`src/rtl/id_ctrl_pipe.sv`:
```
// ID-stage control decoder with registered ID/EX control word, load-use freeze and branch flush FSM.
// Optional performance counters (stall_cnt, flush_cnt) are built only when CTRL_PERF_CNT_EN is defined.
module id_ctrl_pipe #(
    parameter int OP_W      = 6,
    parameter int EXE_W     = 4,
    parameter int FLUSH_CYC = 1,
    parameter int CNT_W     = 16
) (
    input  logic             clk,
    input  logic             rst,
    input  logic             valid_in,
    input  logic [OP_W-1:0]  opCode,
    input  logic             hazard_detected,
    input  logic             branch_taken,
    output logic             branchEn,
    output logic [EXE_W-1:0] EXE_CMD,
    output logic [1:0]       Branch_command,
    output logic             Is_Imm,
    output logic             ST_or_BNE,
    output logic             WB_EN,
    output logic             MEM_R_EN,
    output logic             MEM_W_EN,
    output logic             ctrl_valid,
    output logic             freeze,
    output logic             flush,
    output logic             illegal_op
`ifdef CTRL_PERF_CNT_EN
    ,
    output logic [CNT_W-1:0] stall_cnt,
    output logic [CNT_W-1:0] flush_cnt
`endif
);

    if (FLUSH_CYC < 1 || FLUSH_CYC > 15 || CNT_W < 1) begin : g_param_check
        $error("id_ctrl_pipe: FLUSH_CYC must be 1..15 and CNT_W at least 1");
    end

    localparam logic [OP_W-1:0] OP_NOP  = OP_W'(0);
    localparam logic [OP_W-1:0] OP_ADD  = OP_W'(1);
    localparam logic [OP_W-1:0] OP_SUB  = OP_W'(3);
    localparam logic [OP_W-1:0] OP_AND  = OP_W'(5);
    localparam logic [OP_W-1:0] OP_OR   = OP_W'(6);
    localparam logic [OP_W-1:0] OP_NOR  = OP_W'(7);
    localparam logic [OP_W-1:0] OP_XOR  = OP_W'(8);
    localparam logic [OP_W-1:0] OP_SLA  = OP_W'(9);
    localparam logic [OP_W-1:0] OP_SLL  = OP_W'(10);
    localparam logic [OP_W-1:0] OP_SRA  = OP_W'(11);
    localparam logic [OP_W-1:0] OP_SRL  = OP_W'(12);
    localparam logic [OP_W-1:0] OP_ADDI = OP_W'(32);
    localparam logic [OP_W-1:0] OP_SUBI = OP_W'(33);
    localparam logic [OP_W-1:0] OP_LD   = OP_W'(36);
    localparam logic [OP_W-1:0] OP_ST   = OP_W'(37);
    localparam logic [OP_W-1:0] OP_BEZ  = OP_W'(40);
    localparam logic [OP_W-1:0] OP_BNE  = OP_W'(41);
    localparam logic [OP_W-1:0] OP_JMP  = OP_W'(42);

    localparam logic [EXE_W-1:0] EXE_ADD = EXE_W'(4'b0000);
    localparam logic [EXE_W-1:0] EXE_SUB = EXE_W'(4'b0010);
    localparam logic [EXE_W-1:0] EXE_AND = EXE_W'(4'b0100);
    localparam logic [EXE_W-1:0] EXE_OR  = EXE_W'(4'b0101);
    localparam logic [EXE_W-1:0] EXE_NOR = EXE_W'(4'b0110);
    localparam logic [EXE_W-1:0] EXE_XOR = EXE_W'(4'b0111);
    localparam logic [EXE_W-1:0] EXE_SLA = EXE_W'(4'b1000);
    localparam logic [EXE_W-1:0] EXE_SLL = EXE_W'(4'b1000);
    localparam logic [EXE_W-1:0] EXE_SRA = EXE_W'(4'b1001);
    localparam logic [EXE_W-1:0] EXE_SRL = EXE_W'(4'b1010);
    localparam logic [EXE_W-1:0] EXE_NOP = EXE_W'(4'b1111);

    localparam logic [1:0] COND_BNE  = 2'b01;
    localparam logic [1:0] COND_JUMP = 2'b10;
    localparam logic [1:0] COND_BEZ  = 2'b11;

    localparam logic [3:0] FL_LOAD = 4'(FLUSH_CYC - 1);

    typedef struct packed {
        logic             valid;
        logic             branch_en;
        logic [EXE_W-1:0] exe_cmd;
        logic [1:0]       br_cmd;
        logic             is_imm;
        logic             st_or_bne;
        logic             wb_en;
        logic             mem_r_en;
        logic             mem_w_en;
    } ctrl_t;

    typedef enum logic {
        S_RUN,
        S_FLUSH
    } state_t;

    ctrl_t      dec;
    logic       dec_legal;
    ctrl_t      ctrl_d, ctrl_q;
    logic       illegal_d, illegal_q;
    state_t     state_d, state_q;
    logic [3:0] fl_cnt_d, fl_cnt_q;

    // NOTE: every combinational output gets a default first so no path leaves it unassigned (no latch).
    always_comb begin
        dec       = '0;
        dec_legal = 1'b1;
        unique case (opCode)
            OP_NOP:  ;
            OP_ADD:  begin dec.exe_cmd = EXE_ADD; dec.wb_en = 1'b1; dec.valid = 1'b1; end
            OP_SUB:  begin dec.exe_cmd = EXE_SUB; dec.wb_en = 1'b1; dec.valid = 1'b1; end
            OP_AND:  begin dec.exe_cmd = EXE_AND; dec.wb_en = 1'b1; dec.valid = 1'b1; end
            OP_OR:   begin dec.exe_cmd = EXE_OR;  dec.wb_en = 1'b1; dec.valid = 1'b1; end
            OP_NOR:  begin dec.exe_cmd = EXE_NOR; dec.wb_en = 1'b1; dec.valid = 1'b1; end
            OP_XOR:  begin dec.exe_cmd = EXE_XOR; dec.wb_en = 1'b1; dec.valid = 1'b1; end
            OP_SLA:  begin dec.exe_cmd = EXE_SLA; dec.wb_en = 1'b1; dec.valid = 1'b1; end
            OP_SLL:  begin dec.exe_cmd = EXE_SLL; dec.wb_en = 1'b1; dec.valid = 1'b1; end
            OP_SRA:  begin dec.exe_cmd = EXE_SRA; dec.wb_en = 1'b1; dec.valid = 1'b1; end
            OP_SRL:  begin dec.exe_cmd = EXE_SRL; dec.wb_en = 1'b1; dec.valid = 1'b1; end
            OP_ADDI: begin
                dec.exe_cmd = EXE_ADD; dec.wb_en = 1'b1; dec.is_imm = 1'b1; dec.valid = 1'b1;
            end
            OP_SUBI: begin
                dec.exe_cmd = EXE_SUB; dec.wb_en = 1'b1; dec.is_imm = 1'b1; dec.valid = 1'b1;
            end
            OP_LD: begin
                dec.exe_cmd  = EXE_ADD; dec.wb_en = 1'b1; dec.is_imm = 1'b1;
                dec.st_or_bne = 1'b1;   dec.mem_r_en = 1'b1; dec.valid = 1'b1;
            end
            OP_ST: begin
                dec.exe_cmd  = EXE_ADD; dec.is_imm = 1'b1;
                dec.st_or_bne = 1'b1;   dec.mem_w_en = 1'b1; dec.valid = 1'b1;
            end
            OP_BEZ: begin
                dec.exe_cmd = EXE_NOP; dec.is_imm = 1'b1; dec.branch_en = 1'b1;
                dec.br_cmd  = COND_BEZ; dec.valid = 1'b1;
            end
            OP_BNE: begin
                dec.exe_cmd = EXE_NOP; dec.is_imm = 1'b1; dec.branch_en = 1'b1;
                dec.br_cmd  = COND_BNE; dec.st_or_bne = 1'b1; dec.valid = 1'b1;
            end
            OP_JMP: begin
                dec.exe_cmd = EXE_NOP; dec.is_imm = 1'b1; dec.branch_en = 1'b1;
                dec.br_cmd  = COND_JUMP; dec.valid = 1'b1;
            end
            default: dec_legal = 1'b0;
        endcase
    end

    // Only a RUN cycle with no branch and no hazard lets a decoded instruction through.
    always_comb begin
        state_d   = state_q;
        fl_cnt_d  = fl_cnt_q;
        ctrl_d    = '0;
        illegal_d = 1'b0;
        freeze    = 1'b0;
        flush     = 1'b0;
        case (state_q)
            S_RUN: begin
                if (branch_taken) begin
                    flush    = 1'b1;
                    fl_cnt_d = FL_LOAD;
                    if (FLUSH_CYC > 1) state_d = S_FLUSH;
                end else if (hazard_detected) begin
                    freeze = 1'b1;
                end else if (valid_in) begin
                    ctrl_d    = dec;
                    illegal_d = ~dec_legal;
                end
            end
            S_FLUSH: begin
                flush = 1'b1;
                if (branch_taken) begin
                    fl_cnt_d = FL_LOAD;
                end else if (fl_cnt_q <= 4'd1) begin
                    fl_cnt_d = 4'd0;
                    state_d  = S_RUN;
                end else begin
                    fl_cnt_d = fl_cnt_q - 4'd1;
                end
            end
            default: state_d = S_RUN;
        endcase
        // Reset overrides the combinational handshakes as well as the registered word.
        if (!rst) begin
            freeze = 1'b0;
            flush  = 1'b0;
        end
    end

    // NOTE: state registers use non-blocking assignments so all flops update from pre-edge values.
    always_ff @(posedge clk) begin
        if (!rst) begin
            state_q   <= S_RUN;
            fl_cnt_q  <= 4'd0;
            ctrl_q    <= '0;
            illegal_q <= 1'b0;
        end else begin
            state_q   <= state_d;
            fl_cnt_q  <= fl_cnt_d;
            ctrl_q    <= ctrl_d;
            illegal_q <= illegal_d;
        end
    end

    assign ctrl_valid     = ctrl_q.valid;
    assign branchEn       = ctrl_q.branch_en;
    assign EXE_CMD        = ctrl_q.exe_cmd;
    assign Branch_command = ctrl_q.br_cmd;
    assign Is_Imm         = ctrl_q.is_imm;
    assign ST_or_BNE      = ctrl_q.st_or_bne;
    assign WB_EN          = ctrl_q.wb_en;
    assign MEM_R_EN       = ctrl_q.mem_r_en;
    assign MEM_W_EN       = ctrl_q.mem_w_en;
    assign illegal_op     = illegal_q;

`ifdef CTRL_PERF_CNT_EN
    logic [CNT_W-1:0] stall_cnt_q, flush_cnt_q;

    // Saturating counters: they stick at all-ones rather than wrap.
    always_ff @(posedge clk) begin
        if (!rst) begin
            stall_cnt_q <= '0;
            flush_cnt_q <= '0;
        end else begin
            if (freeze && stall_cnt_q != '1) stall_cnt_q <= stall_cnt_q + CNT_W'(1);
            if (flush && flush_cnt_q != '1)  flush_cnt_q <= flush_cnt_q + CNT_W'(1);
        end
    end

    assign stall_cnt = stall_cnt_q;
    assign flush_cnt = flush_cnt_q;
`else
    // Counters are not built in this configuration.
`endif

endmodule

```
`config.mk`:
```
export PLATFORM = sky130hd
export DESIGN_NAME = id_ctrl_pipe
export DESIGN_NICKNAME = d
export VERILOG_FILES = /design/src/rtl/id_ctrl_pipe.sv
export SDC_FILE = /design/constraint.sdc
export NUM_CORES = 1
export LEC_CHECK = 0
export ABC_AREA = 0
export CORE_UTILIZATION = 45
export CTS_CLUSTER_SIZE = 12
export DETAILED_ROUTE_END_ITERATION = 7
export PLACE_DENSITY = 0.76
export SLEW_MARGIN = 20
export SYNTH_ARGS = -nofsm -noshare
export SYNTH_HDL_FRONTEND = slang
export SYNTH_SLANG_ARGS = --single-unit
```
`constraint.sdc`:
```
create_clock -name clk -period 1.7 [get_ports clk]
set_input_delay 0.17 -clock clk [delete_from_list [all_inputs] [get_ports clk]]
set_output_delay 0.17 -clock clk [all_outputs]
set_load 0.005 [all_outputs]
```
==> results of run 1 <==
==> Yosys cell counts <==
| cell | number |
|---|---|
| dfxtp_1 | 19 |
| nand2_1 | 10 |
| nand2b_1 | 9 |
| a21oi_1 | 8 |
| nor2b_1 | 7 |
| nor3_1 | 7 |
| nor2_1 | 6 |
| nand3_1 | 4 |
| o21ai_0 | 4 |
| buf_1 | 3 |
| mux2i_1 | 3 |
| nor3b_1 | 3 |
| a21o_1 | 2 |
| buf_2 | 2 |
| ha_1 | 2 |
| inv_1 | 2 |
| nand3b_1 | 2 |
| a2111oi_2 | 1 |
| a2111oi_4 | 1 |
| a211oi_1 | 1 |
| a21oi_2 | 1 |
| a221oi_1 | 1 |
| a31oi_1 | 1 |
| and3_1 | 1 |
| and4_1 | 1 |
| buf_4 | 1 |
| clkbuf_1 | 1 |
| mux2_2 | 1 |
| o211a_1 | 1 |
| o221a_2 | 1 |
| o22ai_1 | 1 |
| or2_1 | 1 |
| or3b_1 | 1 |
| or4b_1 | 1 |
| xnor2_1 | 1 |
==> per-layer routing <==
| layer | part of all wire, % | global-route usage (%) | vias up |
|---|---|---|---|
| met2 | 52 | 36.6 | 26 |
| met5 | 0 | 0 | - |
| met4 | 3.2 | 12.7 | 0 |
| met3 | 3.0 | 2.52 | 8 |
| met1 | 42 | 23.6 | 413 |
| li1 | - | - | 461 |
==> power by group <==
part / leakage, nW / switching [mW] / total, mW / internal (mW)
logic: 0.315 / 0.0674 / 0.143 / 0.0759
clock network: 0.0150 / 0.129 / 0.220 / 0.0913
registers: 0.154 / 0.000499 / 0.446 / 0.445
total: 0.484 / 0.196 / 0.809 / 0.612
==> worst register-to-register path, delay by kind of cell, from the launching register on <==
family          cells  cell delay, ns
compound gates      2            0.33
fa+ha+maj           1            0.21
buf+inv             1            0.08
flops               1            0.38
simple gates        1            0.39
==> logic make-up after synthesis <==
| logic type | after synthesis |
|---|---|
| multiplexers | 4 |
| adder cells (fa/ha/maj) | 2 |
| AND/OR/NAND/NOR | 53 |
| XOR/XNOR | 1 |
| AO/OA/AOI/OAI | 23 |
| buffers and inverters | 9 |
| flip-flops | 19 |
==> sequential cells by signal, summed over array words and instances, names as in the netlist <==
register / flops
branchEn: 1
illegal_op: 1
Is_Imm: 1
MEM_R_EN: 1
ST_or_BNE: 1
Branch_command: 2
EXE_CMD: 4
state_q: 1
ctrl_valid: 1
fl_cnt_q: 4
WB_EN: 1
MEM_W_EN: 1
==> cell type report <==
class | instances | area share [%]
Timing Repair Buffer | 38 | 25.9
Multi-Input combinational cell | 83 | 40.8
Sequential cell | 19 | 28.4
Clock buffer | 4 | 1.94
Tap cell | 27 | 2.50
Inverter | 2 | 0.555
==> what timing repair did <==
action                     4_1_cts  5_1_grt
gates cloned                     0        0
buffers inserted                 0        0
gates resized for setup          2        2
setup endpoints to repair        2        1
pin swaps                        0        0
==> stage by stage <==
step / setup slack, ns / utilization [%] / TNS (ns)
after floorplan: 0.275 / - / 0
after global placement: 0.0643 / 66.4 / 0
after detailed placement: 0.0157 / 66.4 / 0
after CTS: 0.0490 / 67.9 / 0
after global routing: -0.00233 / 68.3 / -0.00233
final: 0.0746 / 68.3 / 0
==> cells in the final DEF (no fill, tap or decap), drive strengths merged, types with 2 or more instances in the layout <==
cell type	instances
a2111oi	2
nand2	10
clkbuf	4
ha	2
nand2b	9
mux2i	3
clkdlybuf4s50	26
nor3	7
a21o	2
dfxtp	19
nor2	6
o21ai	4
a21oi	9
nor3b	3
inv	2
nor2b	7
nand3	4
buf	12
nand3b	2
==> worst min path at each step <==
| stage | start | end | slack [ns] | depth (start not counted) |
|---|---|---|---|---|
| floorplan | rst | state_q$_SDFF_PN0_ | 0.32 | 1 |
| global placement | fl_cnt_q[1]$_SDFFE_PN0N_ | fl_cnt_q[1]$_SDFFE_PN0N_ | 0.48 | 2 |
| detailed placement | fl_cnt_q[1]$_SDFFE_PN0N_ | fl_cnt_q[1]$_SDFFE_PN0N_ | 0.49 | 2 |
| CTS | fl_cnt_q[1]$_SDFFE_PN0N_ | fl_cnt_q[1]$_SDFFE_PN0N_ | 0.50 | 2 |
| global route | fl_cnt_q[0]$_SDFFE_PN0N_ | fl_cnt_q[0]$_SDFFE_PN0N_ | 0.55 | 2 |
| finish | fl_cnt_q[1]$_SDFFE_PN0N_ | fl_cnt_q[1]$_SDFFE_PN0N_ | 0.50 | 2 |
==> impl_results.md, run 1 <==
* F_max at between 0.6 and 0.7 GHz
* Simple-Gate Fraction of Synth Area at 30.4%
* Drt drc at 0
* Tot Pwr at roughly 0.81 mW
* VDD IR max at ~0.33 mV
* Die width at just under 50 um
* Cells along the critical path: clkdlybuf4s50_1 > nor2b_1 > clkdlybuf4s50_1
* Crit start category: input port
* Core Region at 1980 um^2
* Starting density of the core at 48.7%
* CP Capture Point: flush
* CP arrival at 1.46 ns
* Crit-path max FO at 7
* Mapped Cells at between 100 and 150
* Number of library cell types mapped by synthesis at 35
* Post-synthesis compound-gate area fraction at 18.3%
* Final ANT Viol Nets at 0
* Outcome: completed
* FF+latch count, synth at 19
* Yosys top cell by area: dfxtp_1
* Leakage power total at 0.484 nW
* Worst Hold Margin at 0.496 ns
* Post-route cell area at 1350 um^2
* FF-to-FF setup slack at 0.27 ns
* Reg2Reg Depth at 5
* Placed Area at between 1000 and 1500 um^2
* Routability cong. at 0.817
* Clk sinks at 19
* Initial DRC count at 19
* Yosys warning count at 0
* CTS H-tree lvls at 1
* Via/cell ratio at 5.25
* Largest stage delay, worst path at 0.58 ns
* Layout net count at 160
* Avg Inst Size Synth at 8.69 um^2
* Die area at 2330 um^2
* Post-synthesis mux area share at 4.28%
* Final period util at 95.6%
* PwrDens at 597 nW/um^2
* Fin cells at between 150 and 200
* Cell with the most instances on the worst path: clkdlybuf4s50_1
* Gr usage total at 20.7%
* Worst skew pair latency at slightly below 0.3 ns
* CTS tree: yes
* Share of the synthesized area in the top cell type at between 30% and 40%
* Main area contributors after synthesis: dfxtp_1 (39%), nand2b_1 (5.8%), nor2b_1 (4.5%), a21oi_1 (4.2%), nand2_1 (3.9%)
* Tmin final at ~1.6 ns
* Ports at 27
* Num CTS Buffers at 3
* First-pass GRT wire length at approximately 3.8 mm
* Hpwl dp at between 1.5 and 2 mm
* Slowest cell on crit path: clkdlybuf4s50_1
* MaxCap Viol Count at 0
* Worst path depth at 3
* Antenna violations before repair at 0
* Post-Synth Adder-Cell Area at approximately 2.6%
* Register area at 384 um^2
* Final setup viols at 0
* Synth-to-Final Area Change at 40.3%
* Routed Wire Length at 2.14 mm
* Largest net degree at the start of global routing at 13
* FF-to-FF Start: fl_cnt_q[0]$_SDFFE_PN0N_
* Cell row count at 16
* Worst slew pin tran at 0.328 ns
* Largest family of logic cells by synthesized area: simple AND/OR/NAND/NOR gates
* # port buffers at 26
* WP buf/inv at 2
* Worst r2r dst: fl_cnt_q[3]$_SDFFE_PN0N_
* Wirelength per Cell at between 10 and 15 um
* Post-synthesis cell area at a little under 1000 um^2
* Grt total ovfl at 0
* Seq/Total Area, Yosys at about 39%
* HP Class: register to register
* Clock transition at path regs at 0.10 ns
* Slew Limit Fails at 0
* Xor and xnor area share after synthesis at less than 1%
* Footprint of the multi-input gates at 552 um^2
* Rel. slew slack at 78.0%
* Syn_nets at 124
* CTS root buffer: clkbuf_4
* Total vias in the final route at 908
* Fillers at 165
* Critical Path RT at 1.53 ns
* Hold-fix buffers, CTS at 0
* Ant. Diodes at 0
* Share of cells above drive strength 1 at approximately 15%
* First-pass DRT Iterations at 6
* Max Clock Skew at 0.00117 ns
* Max clock buf depth at 2
* DP Cell Count at 169
* WS Path Type: input port to primary output
* Critical path origin: rst
* Crit-path leading delay family: buffers and inverters
* Vias in the first global route at 898
* Final Hold Fails at 0
* Die Y at about 48 um
* Critical path capture point type: primary output
No activity file was read; power rests on OpenSTA's default activity.
==> run 2: changes to the inputs <==
--- a/config.mk
+++ b/config.mk
@@ -9,7 +9,7 @@
 export CORE_UTILIZATION = 45
 export CTS_CLUSTER_SIZE = 12
 export DETAILED_ROUTE_END_ITERATION = 7
-export PLACE_DENSITY = 0.76
+export DONT_BUFFER_PORTS = 1
 export SLEW_MARGIN = 20
 export SYNTH_ARGS = -nofsm -noshare
 export SYNTH_HDL_FRONTEND = slang
==> run 2 against run 1 <==
Effect of this change:
- cell count is 18% lower
- utilization decreased by 15 points
- sequential power is essentially flat
- global-route usage down 3.3 points
- power shrank 7.0%
- largest power group unchanged
- highest routed layer unchanged
==> impl_results.md, run 2 (synthesis results as in run 1) <==
* FF-to-FF setup slack at 0.27 ns (about the same)
* Slew Limit Fails at 0 (unchanged)
* Tot Pwr at 0.752 mW (was 0.809 mW)
* Footprint of the multi-input gates at 544 um^2 (was 552 um^2)
* Clk sinks at 19 (unchanged)
* Final period util at 84.3% (was 95.6%)
* Final setup viols at 0 (unchanged)
* F_max at 0.698 GHz (was 0.615 GHz)
* Worst slew pin tran at 0.321 ns (was 0.328 ns)
* First-pass GRT wire length at 3.13 mm (was 3.78 mm)
* Crit-path leading delay family: simple AND/OR/NAND/NOR gates (was buffers and inverters)
* MaxCap Viol Count at 0 (unchanged)
* Max Clock Skew at 0.00637 ns (was 0.00117 ns)
* Post-CTS Setup Bufs at 0 (unchanged)
* Core Region at 1980 um^2 (unchanged)
* Leakage power total at 0.362 nW (was 0.484 nW)
* Register area at 380 um^2 (was 384 um^2)
* Routed Wire Length at 1.92 mm (was 2.14 mm)
* CP arrival at 1.67 ns (was 1.46 ns)
* Ports at 27 (unchanged)
* Fillers at 193 (was 165)
* Hold Startpoint: opCode[0] (was fl_cnt_q[1]$_SDFFE_PN0N_)
* Num CTS Buffers at 3 (unchanged)
* Routability cong. at 0.758 (was 0.817)
* Largest net degree at the start of global routing at 15 (was 13)
* Max clock buf depth at 2 (unchanged)
* CTS H-tree lvls at 1 (unchanged)
* Cell row count at 16 (unchanged)
* Worst r2r dst: fl_cnt_q[3]$_SDFFE_PN0N_ (unchanged)
* Rel. slew slack at 78.4% (was 78.0%)
* Layout Utilization at 53.3% (was 68.3%)
* Drt drc at 0 (unchanged)
* Post_cts resized at 0 (was 2)
* Crit start category: register (was input port)
* Share of cells above drive strength 1 at 8.70% (was 15.1%)
* Largest stage delay, worst path at 0.54 ns (was 0.58 ns)
* Critical path capture point type: register (was primary output)
* Final Hold Fails at 0 (unchanged)
* Synth-to-Final Area Change at 9.60% (was 40.3%)
* Clock transition at path regs at 0.11 ns (was 0.10 ns)
* Tmin final at 1.43 ns (was 1.63 ns)
* CTS tree: yes (unchanged)
* Outcome: completed (unchanged)
* Most frequent cells in the layout: dfxtp_1 (19), nand2_1 (10), nand2b_1 (9) (was clkdlybuf4s50_1 (26), dfxtp_1 (18), buf_4 (12))
* Grt total ovfl at 0 (unchanged)
* Initial DRC count at 26 (was 19)
* WS Path Type: register to register (was input port to primary output)
* Layout net count at 129 (was 160)
* Most common cell after layout, fill and taps aside: dfxtp_1 (was clkdlybuf4s50_1)
* Pre-CTS setup slack at 0.271 ns (was 0.0157 ns)
* Slowest cell on crit path: or4b_1 (was clkdlybuf4s50_1)
* Hpwl dp at 1.34 mm (was 1.69 mm)
* Hold Path Sink: ST_or_BNE$_SDFF_PP0_ (was fl_cnt_q[1]$_SDFFE_PN0N_)
* Ant. Diodes at 0 (unchanged)
* HP Class: input port to register (was register to register)
* Hold Path Depth at 2 (unchanged)
* Worst Hold Margin at 0.0134 ns (was 0.496 ns)
* Via/cell ratio at 5.56 (was 5.25)
* Total vias in the final route at 790 (was 908)
* Crit-path max FO at 4 (was 7)
* Worst skew pair latency at 0.30 ns (was 0.29 ns)
* PwrDens at 712 nW/um^2 (was 597 nW/um^2)
* Vias in the first global route at 709 (was 898)
* Setup ws final at 0.267 ns (was 0.0746 ns)
* WP buf/inv at 0 (was 2)
* Critical Path RT at 1.94 ns (was 1.53 ns)
* Die width at 48.3 um (unchanged)
* Die area at 2330 um^2 (unchanged)
* Die Y at 48.3 um (unchanged)
* First-pass DRT Iterations at 4 (was 6)
* Hold-fix buffers, CTS at 4 (was 0)
* Final ANT Viol Nets at 0 (unchanged)
* Cells along the critical path: or4b_1 > or3b_1 > a21oi_2 (was clkdlybuf4s50_1 > nor2b_1 > clkdlybuf4s50_1)
* CTS root buffer: clkbuf_4 (unchanged)
* # port buffers at 0 (was 26)
* Setup TNS at 0 ns (unchanged)
* Antenna violations before repair at 0 (unchanged)
* Gr usage total at 17.4% (was 20.7%)
* FF-to-FF Start: fl_cnt_q[0]$_SDFFE_PN0N_ (unchanged)
* Reg2Reg Depth at 3 (was 5)
* Starting density of the core at 48.7% (unchanged)
* RSZ-0062 raised after global routing: false
* VDD IR max at 0.389 mV (was 0.334 mV)
* Wirelength per Cell at 13.5 um (was 12.4 um)
run 2: how the worst max path moves through the flow:
stage                                   from                  endpoint  slack (ns)  cells after the start
floorplan           fl_cnt_q[0]$_SDFFE_PN0N_  fl_cnt_q[3]$_SDFFE_PN0N_        0.28                      5
global placement    fl_cnt_q[0]$_SDFFE_PN0N_  fl_cnt_q[3]$_SDFFE_PN0N_        0.32                      3
detailed placement  fl_cnt_q[0]$_SDFFE_PN0N_  fl_cnt_q[3]$_SDFFE_PN0N_        0.27                      3
CTS                 fl_cnt_q[0]$_SDFFE_PN0N_  fl_cnt_q[3]$_SDFFE_PN0N_        0.26                      3
global route        fl_cnt_q[0]$_SDFFE_PN0N_  fl_cnt_q[3]$_SDFFE_PN0N_        0.18                      5
finish              fl_cnt_q[0]$_SDFFE_PN0N_  fl_cnt_q[3]$_SDFFE_PN0N_        0.27                      3
run 2: layout make-up:
class | instances | share of cell area, %
clock buffer | 4 | 2.49
timing repair buffer | 7 | 6.15
multi-input combinational | 83 | 51.5
inverter | 2 | 0.710
sequential | 19 | 36.0
tap | 27 | 3.20
run 2: routing by layer:
metal | vias to the layer above | GRT usage, % | part of all wire, %
li1 | 401 | - | -
met1 | 360 | 22.4 | 46
met2 | 27 | 27.0 | 46
met3 | 2 | 5.03 | 6.9
met4 | 0 | 7.35 | 0.73
met5 | - | 0 | 0
run 2: power by group:
part / leakage [nW] / internal (mW) / switching, mW
sequential: 0.153 / 0.447 / 0.00105
combinational: 0.194 / 0.0410 / 0.0357
clock: 0.0150 / 0.0913 / 0.136
run 2: metrics by stage:
stage               area (um^2)  std cells
floorplan                   965        111
global placement            981        133
detailed placement          981        133
CTS                        1050        141
global route               1060        142
finish                     1060        142
==> run 3: changes to the inputs <==
==> constraint.sdc (replaced) <==
create_clock -name clk -period 1.15 [get_ports clk]
set_input_delay 0.115 -clock clk [delete_from_list [all_inputs] [get_ports clk]]
set_output_delay 0.115 -clock clk [all_outputs]
set_load 0.005 [all_outputs]
==> run 3 against run 2 <==
Effect of this change:
- the run now ends with setup timing left
- count of clock-buffer cells in the layout unchanged
- global-route usage rose by 3.4 points
- first-iteration DRC count fell by 50%
- cell count increased by 5.6%
- routed wire length grew 24%
- combinational power is 110% higher
- power is 54% higher
- maximum frequency grew 0.70%
- sequential share of layout area down 6.5 points
- final area grew 23%
- worst hold slack barely moved
==> impl_results.md, run 3 (synthesis results as in run 1) <==
* # port buffers at 0 (unchanged)
* PwrDens at 894 nW/um^2 (was 712 nW/um^2)
* Synth-to-Final Area Change at 34.6% (was 9.60%)
* Share of cells above drive strength 1 at 32.5% (was 8.70%)
* Max clock buf depth at 2 (unchanged)
* Antenna violations before repair at 0 (unchanged)
* MaxCap Viol Count at 0 (unchanged)
* Num CTS Buffers at 3 (unchanged)
* Worst Hold Margin at 0.0138 ns (was 0.0134 ns)
* RSZ-0062 raised after global routing: true (was false)
* Final Hold Fails at 0 (unchanged)
* HP Class: input port to register (unchanged)
* Worst skew pair latency at 0.29 ns (was 0.30 ns)
* Clock transition at path regs at 0.10 ns (was 0.11 ns)
* WS Path Type: register to register (unchanged)
* Crit-path max FO at 3 (was 4)
* Tot Pwr at 1.16 mW (was 0.752 mW)
* Via/cell ratio at 5.71 (was 5.56)
* Rel. slew slack at 75.2% (was 78.4%)
* Ports at 27 (unchanged)
* Gr usage total at 20.8% (was 17.4%)
* Failing checks: setup timing
* Wirelength per Cell at 15.8 um (was 13.5 um)
* Sequential Power Share at 57.0% (was 59.6%)
* Grt total ovfl at 0 (unchanged)
* Combinational share of power at 13.8% (was 10.2%)
* NetSw at 0.285 mW (was 0.173 mW)
* Most frequent cells in the layout: dfxtp_1 (17), nand2b_1 (9), dlygate4sd3_1 (9) (was dfxtp_1 (19), nand2_1 (10), nand2b_1 (9))
* Starting density of the core at 48.7% (unchanged)
* Tmin final at 1.42 ns (was 1.43 ns)
* Hold Path Depth at 3 (was 2)
* Outcome: complete, but fails checks (was completed)
* Hpwl dp at 1.39 mm (was 1.34 mm)
* Setup TNS at -0.605 ns (was 0 ns)
* Switching share of total power at 24.6% (was 23.0%)
* Crit start category: register (unchanged)
* Setup ws final at -0.273 ns (was 0.267 ns)
* Int Power at 0.875 mW (was 0.579 mW)
* Routed Wire Length at 2.37 mm (was 1.92 mm)
* Initial DRC count at 13 (was 26)
* Layout Utilization at 65.5% (was 53.3%)
* Leakage power total at 0.434 nW (was 0.362 nW)
* Layout net count at 137 (was 129)
* Routability cong. at 0.701 (was 0.758)
* First-pass DRT Iterations at 4 (unchanged)
* Post-route cell area at 1300 um^2 (was 1060 um^2)
* Final period util at 124% (was 84.3%)
* CP arrival at 1.66 ns (was 1.67 ns)
* First-pass GRT wire length at 3.70 mm (was 3.13 mm)
* Critical path capture point type: register (unchanged)
* Die area at 2330 um^2 (unchanged)
* Core Region at 1980 um^2 (unchanged)
* Most common cell after layout, fill and taps aside: dfxtp_1 (unchanged)
* Worst slew pin tran at 0.372 ns (was 0.321 ns)
* Clk pwr share at 29.2% (was 30.3%)
* Max Clock Skew at 0.00334 ns (was 0.00637 ns)
* CTS H-tree lvls at 1 (unchanged)
* Slew Limit Fails at 0 (unchanged)
* Cell row count at 16 (unchanged)
* Fillers at 163 (was 193)
* Ant. Diodes at 0 (unchanged)
* Final ANT Viol Nets at 0 (unchanged)
* Clk sinks at 19 (unchanged)
* Reg2Reg Depth at 3 (unchanged)
* Critical Path RT at 1.39 ns (was 1.94 ns)
* Drt drc at 0 (unchanged)
* Die Y at 48.3 um (unchanged)
* Largest net degree at the start of global routing at 15 (unchanged)
* F_max at 0.703 GHz (was 0.698 GHz)
* Vias in the first global route at 787 (was 709)
* Placed Area at 988 um^2 (was 981 um^2)
* CTS tree: yes (unchanged)
* Total vias in the final route at 857 (was 790)
* Die width at 48.3 um (unchanged)
* VDD IR max at 0.740 mV (was 0.389 mV)
* Final setup viols at 10 (was 0)
* CTS root buffer: clkbuf_4 (unchanged)
[run 3: cell types whose count changed in the layout (fill, tap and decap cells not counted), sizes merged]
cell | previous run | this run
dlygate4sd3 | 5 | 9
buf | 2 | 6
[run 3: cell type report]
cell class	count	area, um^2	share of cell area [%]
Inverter	2	10.0	0.771
Tap cell	27	33.8	2.60
Sequential cell	19	383	29.5
Multi-Input combinational cell	83	707	54.4
Timing Repair Buffer	15	139	10.7
Clock buffer	4	26.3	2.02
[run 3: layer usage]
| layer | track usage [%] | vias to the layer above | part of all wire (%) |
|---|---|---|---|
| met1 | 26.0 | 407 | 43 |
| li1 | - | 414 | - |
| met3 | 5.97 | 4 | 6.2 |
| met4 | 10.3 | 0 | 1.7 |
| met2 | 32.6 | 32 | 49 |
| met5 | 0 | - | 0 |
[run 3: per-stage QoR]
step / std cells / setup WS, ns
3_5_place_dp: 134 / -0.278
6_report: 150 / -0.273
3_3_place_gp: 134 / -0.236
2_1_floorplan: 111 / -0.243
4_1_cts: 147 / -0.283
5_1_grt: 150 / -0.323
[run 3: worst paths after layout]
kind	startpoint	endpoint	slack, ns
worst max-delay path	fl_cnt_q[0]$_SDFFE_PN0N_	fl_cnt_q[3]$_SDFFE_PN0N_	-0.27
worst max register to register	fl_cnt_q[0]$_SDFFE_PN0N_	fl_cnt_q[3]$_SDFFE_PN0N_	-0.27
worst min-delay path	branch_taken	illegal_op$_SDFF_PP0_	0.01
worst min register to register	fl_cnt_q[1]$_SDFFE_PN0N_	fl_cnt_q[1]$_SDFFE_PN0N_	0.50
[run 3: worst max-delay path, cell delays in order, from the launching register on]
cell	delay [ns]
dfxtp_2	0.35
or4b_4	0.54
or3b_1	0.38
a21oi_2	0.11
[run 3: power groups by stage]
stage	clock, mW	combinational (mW)	sequential [mW]
4_1_cts	0.353	0.133	0.662
3_5_place_dp	0	0.100	0.678
5_1_grt	0.390	0.172	0.663
6_report	0.339	0.160	0.662
2_1_floorplan	0	0.109	0.677
3_3_place_gp	0	0.0991	0.677
[run 3: what timing repair did]
item / CTS / global route
pin swaps: 4 / 8
endpoints found under the setup margin: 17 / 17
hold endpoints to repair: 10 / 5
hold buffers: 7 / 2
buffers inserted: 2 / 1
gates resized for setup: 17 / 20
